**src/rtl/mult_div_unit.sv**
```systemverilog
// Multicycle MULT/MULTU/DIV/DIVU unit: shift-add multiply, restoring divide, one bit per cycle.
// Define MDU_HILO_WRITE_EN to add the hilo_we_i/hilo_wd_i direct HI/LO write port (MTHI/MTLO).
module mult_div_unit #(
    parameter int unsigned WIDTH = 32
) (
    input  logic             clk,
    input  logic             rst_n,
    input  logic             start_i,
    input  logic [1:0]       op_i,
    input  logic [WIDTH-1:0] src_a_i,
    input  logic [WIDTH-1:0] src_b_i,
`ifdef MDU_HILO_WRITE_EN
    input  logic [1:0]       hilo_we_i,
    input  logic [WIDTH-1:0] hilo_wd_i,
`endif
    output logic             busy_o,
    output logic             done_o,
    output logic [WIDTH-1:0] hi_o,
    output logic [WIDTH-1:0] lo_o
);

    localparam int unsigned CntW = $clog2(WIDTH);

    typedef enum logic [1:0] {StIdle, StRun, StFix} state_e;

    state_e             state_q;
    logic [CntW-1:0]    count_q;
    logic               is_div_q;
    logic               neg_a_q;
    logic               neg_b_q;
    logic               dbz_q;
    logic [WIDTH-1:0]   opnd_q;
    logic [2*WIDTH-1:0] acc_q;
    logic [2*WIDTH-1:0] acc_d;
    logic [WIDTH-1:0]   hi_q;
    logic [WIDTH-1:0]   lo_q;
    logic               done_q;
    logic               busy_q;

    // Operand decode at accept time
    logic             signed_op;
    logic             a_neg;
    logic             b_neg;
    logic [WIDTH-1:0] a_mag;
    logic [WIDTH-1:0] b_mag;

    always_comb begin
        signed_op = ~op_i[0];
        a_neg     = signed_op & src_a_i[WIDTH-1];
        b_neg     = signed_op & src_b_i[WIDTH-1];
        a_mag     = a_neg ? -src_a_i : src_a_i;
        b_mag     = b_neg ? -src_b_i : src_b_i;
    end

    // One iteration step. Multiply keeps {partial product, remaining multiplier bits} in acc;
    // divide keeps {partial remainder, dividend bits shifting into quotient bits}.
    logic [WIDTH:0]   mul_sum;
    logic [WIDTH:0]   div_shift;
    logic             div_ge;
    logic [WIDTH-1:0] div_sub;
    logic [WIDTH-1:0] div_rem;

    always_comb begin
        mul_sum   = {1'b0, acc_q[2*WIDTH-1:WIDTH]}
                  + (acc_q[0] ? {1'b0, opnd_q} : {(WIDTH+1){1'b0}});
        div_shift = {acc_q[2*WIDTH-1:WIDTH], acc_q[WIDTH-1]};
        div_ge    = div_shift >= {1'b0, opnd_q};
        // Only used when div_ge, where the true difference fits in WIDTH bits.
        div_sub   = div_shift[WIDTH-1:0] - opnd_q;
        div_rem   = div_ge ? div_sub : div_shift[WIDTH-1:0];
        if (is_div_q) begin
            acc_d = {div_rem, acc_q[WIDTH-2:0], div_ge};
        end else begin
            acc_d = {mul_sum, acc_q[WIDTH-1:1]};
        end
    end

    // Sign fix-up of the magnitude result
    logic [2*WIDTH-1:0] prod;
    logic [WIDTH-1:0]   quo;
    logic [WIDTH-1:0]   rem;
    logic [WIDTH-1:0]   fix_hi;
    logic [WIDTH-1:0]   fix_lo;

    always_comb begin
        prod = acc_q;
        if (neg_a_q ^ neg_b_q) begin
            prod = -acc_q;
        end
        quo = acc_q[WIDTH-1:0];
        if (neg_a_q ^ neg_b_q) begin
            quo = -acc_q[WIDTH-1:0];
        end
        rem = acc_q[2*WIDTH-1:WIDTH];
        if (neg_a_q) begin
            rem = -acc_q[2*WIDTH-1:WIDTH];
        end
        if (is_div_q) begin
            // Divide by zero leaves |a| as remainder, which re-signs back to the original a.
            fix_lo = dbz_q ? {WIDTH{1'b1}} : quo;
            fix_hi = rem;
        end else begin
            fix_lo = prod[WIDTH-1:0];
            fix_hi = prod[2*WIDTH-1:WIDTH];
        end
    end

    always_ff @(posedge clk or negedge rst_n) begin
        if (!rst_n) begin
            state_q  <= StIdle;
            count_q  <= '0;
            is_div_q <= 1'b0;
            neg_a_q  <= 1'b0;
            neg_b_q  <= 1'b0;
            dbz_q    <= 1'b0;
            opnd_q   <= '0;
            acc_q    <= '0;
            hi_q     <= '0;
            lo_q     <= '0;
            done_q   <= 1'b0;
            busy_q   <= 1'b0;
        end else begin
            done_q <= 1'b0;
            case (state_q)
                StIdle: begin
                    if (start_i) begin
                        is_div_q <= op_i[1];
                        neg_a_q  <= a_neg;
                        neg_b_q  <= b_neg;
                        dbz_q    <= op_i[1] & (src_b_i == '0);
                        count_q  <= '0;
                        busy_q   <= 1'b1;
                        state_q  <= StRun;
                        if (op_i[1]) begin
                            acc_q  <= {{WIDTH{1'b0}}, a_mag};
                            opnd_q <= b_mag;
                        end else begin
                            acc_q  <= {{WIDTH{1'b0}}, b_mag};
                            opnd_q <= a_mag;
                        end
                    end
`ifdef MDU_HILO_WRITE_EN
                    else begin
                        if (hilo_we_i[1]) begin
                            hi_q <= hilo_wd_i;
                        end
                        if (hilo_we_i[0]) begin
                            lo_q <= hilo_wd_i;
                        end
                    end
`endif
                end
                StRun: begin
                    acc_q   <= acc_d;
                    count_q <= count_q + 1'b1;
                    if (count_q == CntW'(WIDTH - 1)) begin
                        state_q <= StFix;
                    end
                end
                StFix: begin
                    hi_q    <= fix_hi;
                    lo_q    <= fix_lo;
                    done_q  <= 1'b1;
                    busy_q  <= 1'b0;
                    state_q <= StIdle;
                end
                default: begin
                    state_q <= StIdle;
                    busy_q  <= 1'b0;
                end
            endcase
        end
    end

    assign busy_o = busy_q;
    assign done_o = done_q;
    assign hi_o   = hi_q;
    assign lo_o   = lo_q;

endmodule

```
**config.mk**
```make
export PLATFORM = sky130hd
export DESIGN_NAME = mult_div_unit
export DESIGN_NICKNAME = d
export VERILOG_FILES = /design/src/rtl/mult_div_unit.sv
export SDC_FILE = /design/constraint.sdc
export NUM_CORES = 1
export LEC_CHECK = 0
export CAP_MARGIN = 20
export CORE_MARGIN = 2
export CORE_UTILIZATION = 55
export CTS_BUF_LIST = sky130_fd_sc_hd__clkbuf_2 sky130_fd_sc_hd__clkbuf_4 sky130_fd_sc_hd__clkbuf_8
export CTS_CLUSTER_SIZE = 8
export DETAILED_ROUTE_END_ITERATION = 6
export PLACE_DENSITY = 0.78
export REMOVE_ABC_BUFFERS = 1
export SYNTH_ARGS = -nofsm -noshare
export SYNTH_HDL_FRONTEND = slang
export SYNTH_SLANG_ARGS = --single-unit
export TNS_END_PERCENT = 10
```
**constraint.sdc**
```tcl
create_clock -name clk -period 9 [get_ports clk]
set_input_delay 1.8 -clock clk [delete_from_list [all_inputs] [get_ports clk]]
set_output_delay 1.8 -clock clk [all_outputs]
set_load 0.01 [all_outputs]
```
==> results of run 1 <==
how the worst min path moves through the flow:
stage / from / to / slack [ps] / cells past startpoint
2_1_floorplan: count_q[3] / count_q[3] / 450 / 1
3_3_place_gp: hi_o[24] / hi_o[24] / 460 / 2
3_5_place_dp: opnd_q[19] / opnd_q[19] / 470 / 1
4_1_cts: opnd_q[19] / opnd_q[19] / 490 / 1
5_1_grt: opnd_q[21] / opnd_q[21] / 510 / 1
6_report: hi_o[20] / hi_o[20] / 490 / 2
through the flow:
step	hold slack [ps]	util [%]	total power, mW	area (um2)	setup slack [ps]
after floorplan	449	-	4.75	14300	4860
after global placement	461	62.0	6.12	16300	4090
after detailed placement	469	62.2	6.18	16300	4010
after CTS	492	63.6	6.77	16700	4490
after global routing	507	63.7	7.41	16700	4330
final	487	63.7	6.88	16700	4480
sequential cells by signal, summed over array words and instances, names as in the netlist:
name / flops
acc_q: 64
hi_o: 32
lo_o: 32
opnd_q: 32
count_q: 5
state_q: 2
busy_o: 1
dbz_q: 1
done_o: 1
is_div_q: 1
neg_a_q: 1
neg_b_q: 1
worst max-delay path, delay by kind of cell:
kind	cells	cell delay, ps
muxes	1	100
and+or+nand+nor	3	980
buffers and inverters	2	540
xor gates and xnor gates	1	240
adders and majority gates	1	190
AOI/OAI and AO/OA	3	1030
report_power, final:
| group | total (mW) | switching [mW] | internal [mW] |
|---|---|---|---|
| registers | 1.56 | 0.453 | 1.11 |
| clock network | 0.569 | 0.362 | 0.207 |
| logic | 4.75 | 2.80 | 1.95 |
layer usage:
| layer | vias to the layer above | global-route usage (%) | share of wire (%) |
|---|---|---|---|
| met5 | - | 0 | 0 |
| met4 | 0 | 11.1 | 2.8 |
| met3 | 91 | 5.85 | 7.6 |
| met2 | 637 | 56.2 | 46 |
| met1 | 6969 | 47.0 | 43 |
| li1 | 6856 | - | - |
cell usage after synthesis (10+ instances only):
master      n  area, um2
and3_1     13       81.3
xnor2_1    91        797
xor2_1     78        683
nor2_1    201        754
nor3_1     38        190
o221ai_1   13        114
o21a_1     12       90.1
nand4_1    12       75.1
dfrtp_1   173       4330
nand3_1    24        120
o211ai_1   16        120
a31oi_1    17        106
nand2b_1   21        131
mux2i_1    49        490
o41ai_1    11       96.3
ha_1       70        876
a211oi_1   26        195
clkbuf_1   92        345
a22oi_1    17        128
o21ai_1    12       60.1
a21oi_1   181        906
and2_1     12       75.1
or4_1      13       97.6
o31ai_1    20        150
inv_1      67        251
o21ai_0   189        946
nand2_1   184        691
nor2b_1    10       62.6
a21o_1     30        225
or3_1      22        138
logic make-up (layout without fill, tap and decap cells):
logic type / after synthesis / count (layout) / share of synthesized area [%]
AOI/OAI and AO/OA: 617 / 617 / 25.9
and+or+nand+nor: 608 / 608 / 20.1
buffers and inverters: 176 / 255 / 4.58
DFF: 173 / 173 / 29.3
xor gates and xnor gates: 169 / 169 / 10.0
adders and majority gates: 72 / 72 / 6.21
muxes: 56 / 56 / 3.86
placed cells by master (no fill, tap or decap), types with 30 or more instances in the layout:
cell	instances
nor2_1	201
o21ai_0	189
nand2_1	183
a21oi_1	180
dfrtp_1	172
clkdlybuf4s50_1	132
xnor2_1	91
xor2_1	77
ha_1	70
inv_1	67
mux2i_1	49
nor3_1	38
a21o_1	30
layout make-up:
type                       instances  area share, %
multi-input combinational       1522           58.5
clock buffer                      17           1.40
clock inverter                    14          0.891
inverter                          67           1.51
tap                              335           2.51
sequential                       173           25.9
timing repair buffer             157           9.26
==> results.sh, run 1 <==
export IMPL_status="finished with violations"
export IMPL_violations="DRC"
export IMPL_synth_ff_type="dfrtp_1"
export IMPL_r2r_end="hi_o[30]"
export IMPL_relSlewSlack_pct=25.8
export IMPL_ctsHoldBuffers=0
export IMPL_syn_mean_instance_area_um2=7.89
export IMPL_worst_setup_path_type="input pin to flop"
export IMPL_regArea_um2=4330
export IMPL_synth_edf_count=0
export IMPL_endpoint="acc_q[26]"
export IMPL_place_congestion=0.943
export IMPL_wl_per_cell_um=21.4
export IMPL_reg2reg_slack_ps=4700
export IMPL_cts_tree="built"
export IMPL_core_area_um2=26200
export IMPL_synth_cell_type_count=86
export IMPL_setup_tns_ps=0
export IMPL_hold_viol_final=0
export IMPL_overflow=0
export IMPL_rsz0062_at_grt="no"
export IMPL_clock_path_buffers=2
export IMPL_fin_nets=2079
export IMPL_antenna_found_initial=1
export IMPL_port_buffers=134
export IMPL_synth_seq_cells=173
export IMPL_area_delta_synth_final_pct=13.2
export IMPL_start_util_pct=56.3
export IMPL_setup_viol=0
export IMPL_crit_path_top_delay_cell="o41ai_4"
export IMPL_clk_pin_slew_worst_paths_ps=110
export IMPL_cellPowerDensity_nw_per_um2=412
export IMPL_fin_crit_ps=4520
export IMPL_drive_above_1_share_pct=5.74
export IMPL_drc_errors=1
export IMPL_htree_num_levels=4
export IMPL_grtUsageTotal_pct=34.5
export IMPL_diodes=0
export IMPL_vias_per_cell=6.37
export IMPL_fmax_ghz=0.221
export IMPL_ir_drop_mv=0.253
export IMPL_cts_setup_buffers=0
export IMPL_clock_latency_ps=490
export IMPL_nFillCells=2319
export IMPL_grt_pass1_wl_mm=76.7
export IMPL_period_share_pct=50.3
export IMPL_reg2reg_from="acc_q[0]"
export IMPL_finClkSkew_ps=30.0
export IMPL_dp_cells=2252
export IMPL_numClockSinks=173
export IMPL_cts_buffers=17
export IMPL_hpwl_mm=37.1
export IMPL_arrival_ps=4890
export IMPL_required_ps=9360
export IMPL_rows=59
export IMPL_ys_seq_area_share_pct=29.3
export IMPL_multiInputGateArea_um2=9770
export IMPL_ios=135
export IMPL_stdcell_count=2285
export IMPL_ant_nets=0
export IMPL_dr_pass1_iters=7
export IMPL_hold_path_class="flop to flop"
export IMPL_cts_root_buf="clkbuf_8"
export IMPL_drv_cap=0
export IMPL_async_flop_share_pct=100
export IMPL_critPathMaxStageDelay_ps=660
export IMPL_die_area_um2=28200
export IMPL_syn_cell_area_um2=14800
export IMPL_syn_inst=1871
export IMPL_path_cells="clkdlybuf4s50_1 -> inv_1 -> ha_1 -> or4b_4 -> or3_4 -> o41ai_4 -> o21ai_1 -> xnor2_1 -> mux2i_1 -> o21ai_0 -> nand2_1"
export IMPL_dieWidth_um=168
export IMPL_crit_path_start="src_a_i[0]"
export IMPL_r2r_cells=11
export IMPL_post_cts_resized=0
export IMPL_crit_fanout=7
export IMPL_die_h_um=168
export IMPL_finalMaxSlewViolations=0
export IMPL_grt_start_max_net_pins=103
export IMPL_drtIter0Drc=1523
export IMPL_worst_pin_slew_ps=1110
export IMPL_ys_warnings_count=0
export IMPL_crit_path_start_kind="input pin"
export IMPL_p_leak_nw=7.04
export IMPL_endpoint_kind="flop"
export IMPL_drt_wl_total_mm=48.9
export IMPL_grt_pass1_vias=13800
export IMPL_vias=14600
Power figures use the tool's default switching activity.
==> inputs of run 2 (changes only) <==
==> constraint.sdc (replaced) <==
create_clock -name clk -period 4.3 [get_ports clk]
set_input_delay 0.86 -clock clk [delete_from_list [all_inputs] [get_ports clk]]
set_output_delay 0.86 -clock clk [all_outputs]
set_load 0.01 [all_outputs]
==> results.sh, run 2 (synthesis gave the netlist of run 1 again) <==
export IMPL_drt_wl_total_mm=49.7
export IMPL_cts_tree="built"
export IMPL_diodes=0
export IMPL_grtUsageTotal_pct=35.2
export IMPL_status="complete, no violations"
export IMPL_fin_nets=2100
export IMPL_drc_errors=0
export IMPL_crit_fanout=21
export IMPL_drv_cap=0
export IMPL_htree_num_levels=4
export IMPL_hold_path_class="input pin to async pin"
export IMPL_antenna_found_initial=1
export IMPL_endpoint_kind="flop"
export IMPL_setup_ws_ps=436
export IMPL_drtIter0Drc=1645
export IMPL_die_h_um=168
export IMPL_wl_per_cell_um=21.5
export IMPL_fin_crit_ps=3860
export IMPL_post_cts_resized=0
export IMPL_stdcell_count=2307
export IMPL_final_area_um2=16900
export IMPL_die_area_um2=28200
export IMPL_top_register="acc_q"
export IMPL_rsz0062_at_grt="no"
export IMPL_vias_per_cell=6.41
export IMPL_start_util_pct=56.3
export IMPL_crit_path_start_kind="flop"
export IMPL_place_congestion=0.953
export IMPL_grt_start_max_net_pins=104
export IMPL_finClkSkew_ps=24.3
export IMPL_worst_pin_slew_ps=1080
export IMPL_numClockSinks=173
export IMPL_largest_reg_flops=64
export IMPL_grt_pass1_vias=14000
export IMPL_rows=59
export IMPL_clk_pin_slew_worst_paths_ps=110
export IMPL_port_buffers=134
export IMPL_ctsHoldBuffers=0
export IMPL_drive_above_1_share_pct=6.80
export IMPL_required_ps=4630
export IMPL_ir_drop_mv=0.397
export IMPL_arrival_ps=4200
export IMPL_hold_viol_final=0
export IMPL_overflow=0
export IMPL_finalMaxSlewViolations=0
export IMPL_grt_pass1_wl_mm=78.2
export IMPL_pre_cts_slack_ps=464
export IMPL_layout_commonest_cell="nor2_1"
export IMPL_ant_nets=0
export IMPL_final_cell_mix="201 x nor2_1, 189 x o21ai_0, 183 x nand2_1"
export IMPL_dp_cells=2275
export IMPL_p_leak_nw=7.14
export IMPL_cts_setup_buffers=0
export IMPL_clock_path_buffers=2
export IMPL_fmax_ghz=0.259
export IMPL_setup_tns_ps=0
export IMPL_setup_viol=0
export IMPL_dr_pass1_iters=7
export IMPL_area_delta_synth_final_pct=14.2
export IMPL_cts_root_buf="clkbuf_8"
export IMPL_vias=14800
export IMPL_clock_latency_ps=500
export IMPL_hpwl_mm=38.3
export IMPL_cellPowerDensity_nw_per_um2=862
export IMPL_worst_setup_path_type="flop to flop"
export IMPL_cts_buffers=17
export IMPL_dieWidth_um=168
export IMPL_relSlewSlack_pct=27.8
export IMPL_dpl_cell_area_um2=16500
export IMPL_ios=135
export IMPL_core_area_um2=26200
export IMPL_period_share_pct=89.9
-- run 2: cell type report --
class	count	area (um2)
multi-input combinational	1522	9770
fill	2325	9350
clock buffer	18	241
clock inverter	14	140
tap	335	419
inverter	67	251
sequential	173	4330
timing repair buffer	178	1700
-- run 2: metrics by stage --
stage	util [%]	hold slack [ps]	power (mW)
final	64.3	479	14.5
after global routing	64.3	504	15.6
after CTS	64.3	493	14.3
after detailed placement	62.9	469	13.1
after global placement	62.8	461	12.9
after floorplan	-	449	9.94
-- run 2: metal layers --
metal | wire length [um] | share of wire [%] | global-route usage (%) | vias up
li1 | - | - | - | 6904
met3 | 4050 | 8.1 | 6.21 | 116
met1 | 21100 | 42 | 47.2 | 7016
met2 | 22900 | 46 | 57.5 | 746
met5 | 0 | 0 | 0 | -
met4 | 1610 | 3.2 | 12.4 | 0
-- run 2: worst max-delay path, cell delays in order, from the launching register on --
cell	delay, ps
dfrtp_1	460
inv_1	400
buf_4	360
nor2_1	110
ha_1	370
a21oi_1	160
o21ai_0	130
o41ai_1	530
o21ai_0	310
o2111a_1	240
o41ai_1	410
o2bb2ai_1	160
a41oi_1	70
-- run 2: final timing paths --
path,startpoint,endpoint,slack (ps),depth (start not counted)
worst max-delay path,acc_q[0],acc_q[63],440,12
worst min-delay path,rst_n,acc_q[43],480,1
worst max register to register,acc_q[0],acc_q[63],440,12
worst min register to register,hi_o[24],hi_o[24],490,2
max in group asynchronous,rst_n,opnd_q[1],2940,2
min in group clk,hi_o[24],hi_o[24],490,2
-- run 2: power breakdown --
part	total (mW)	internal (mW)	switching (mW)
Clock	1.20	0.440	0.757
Sequential	3.26	2.33	0.929
Combinational	10.1	4.15	5.92
Total	14.5	6.91	7.61
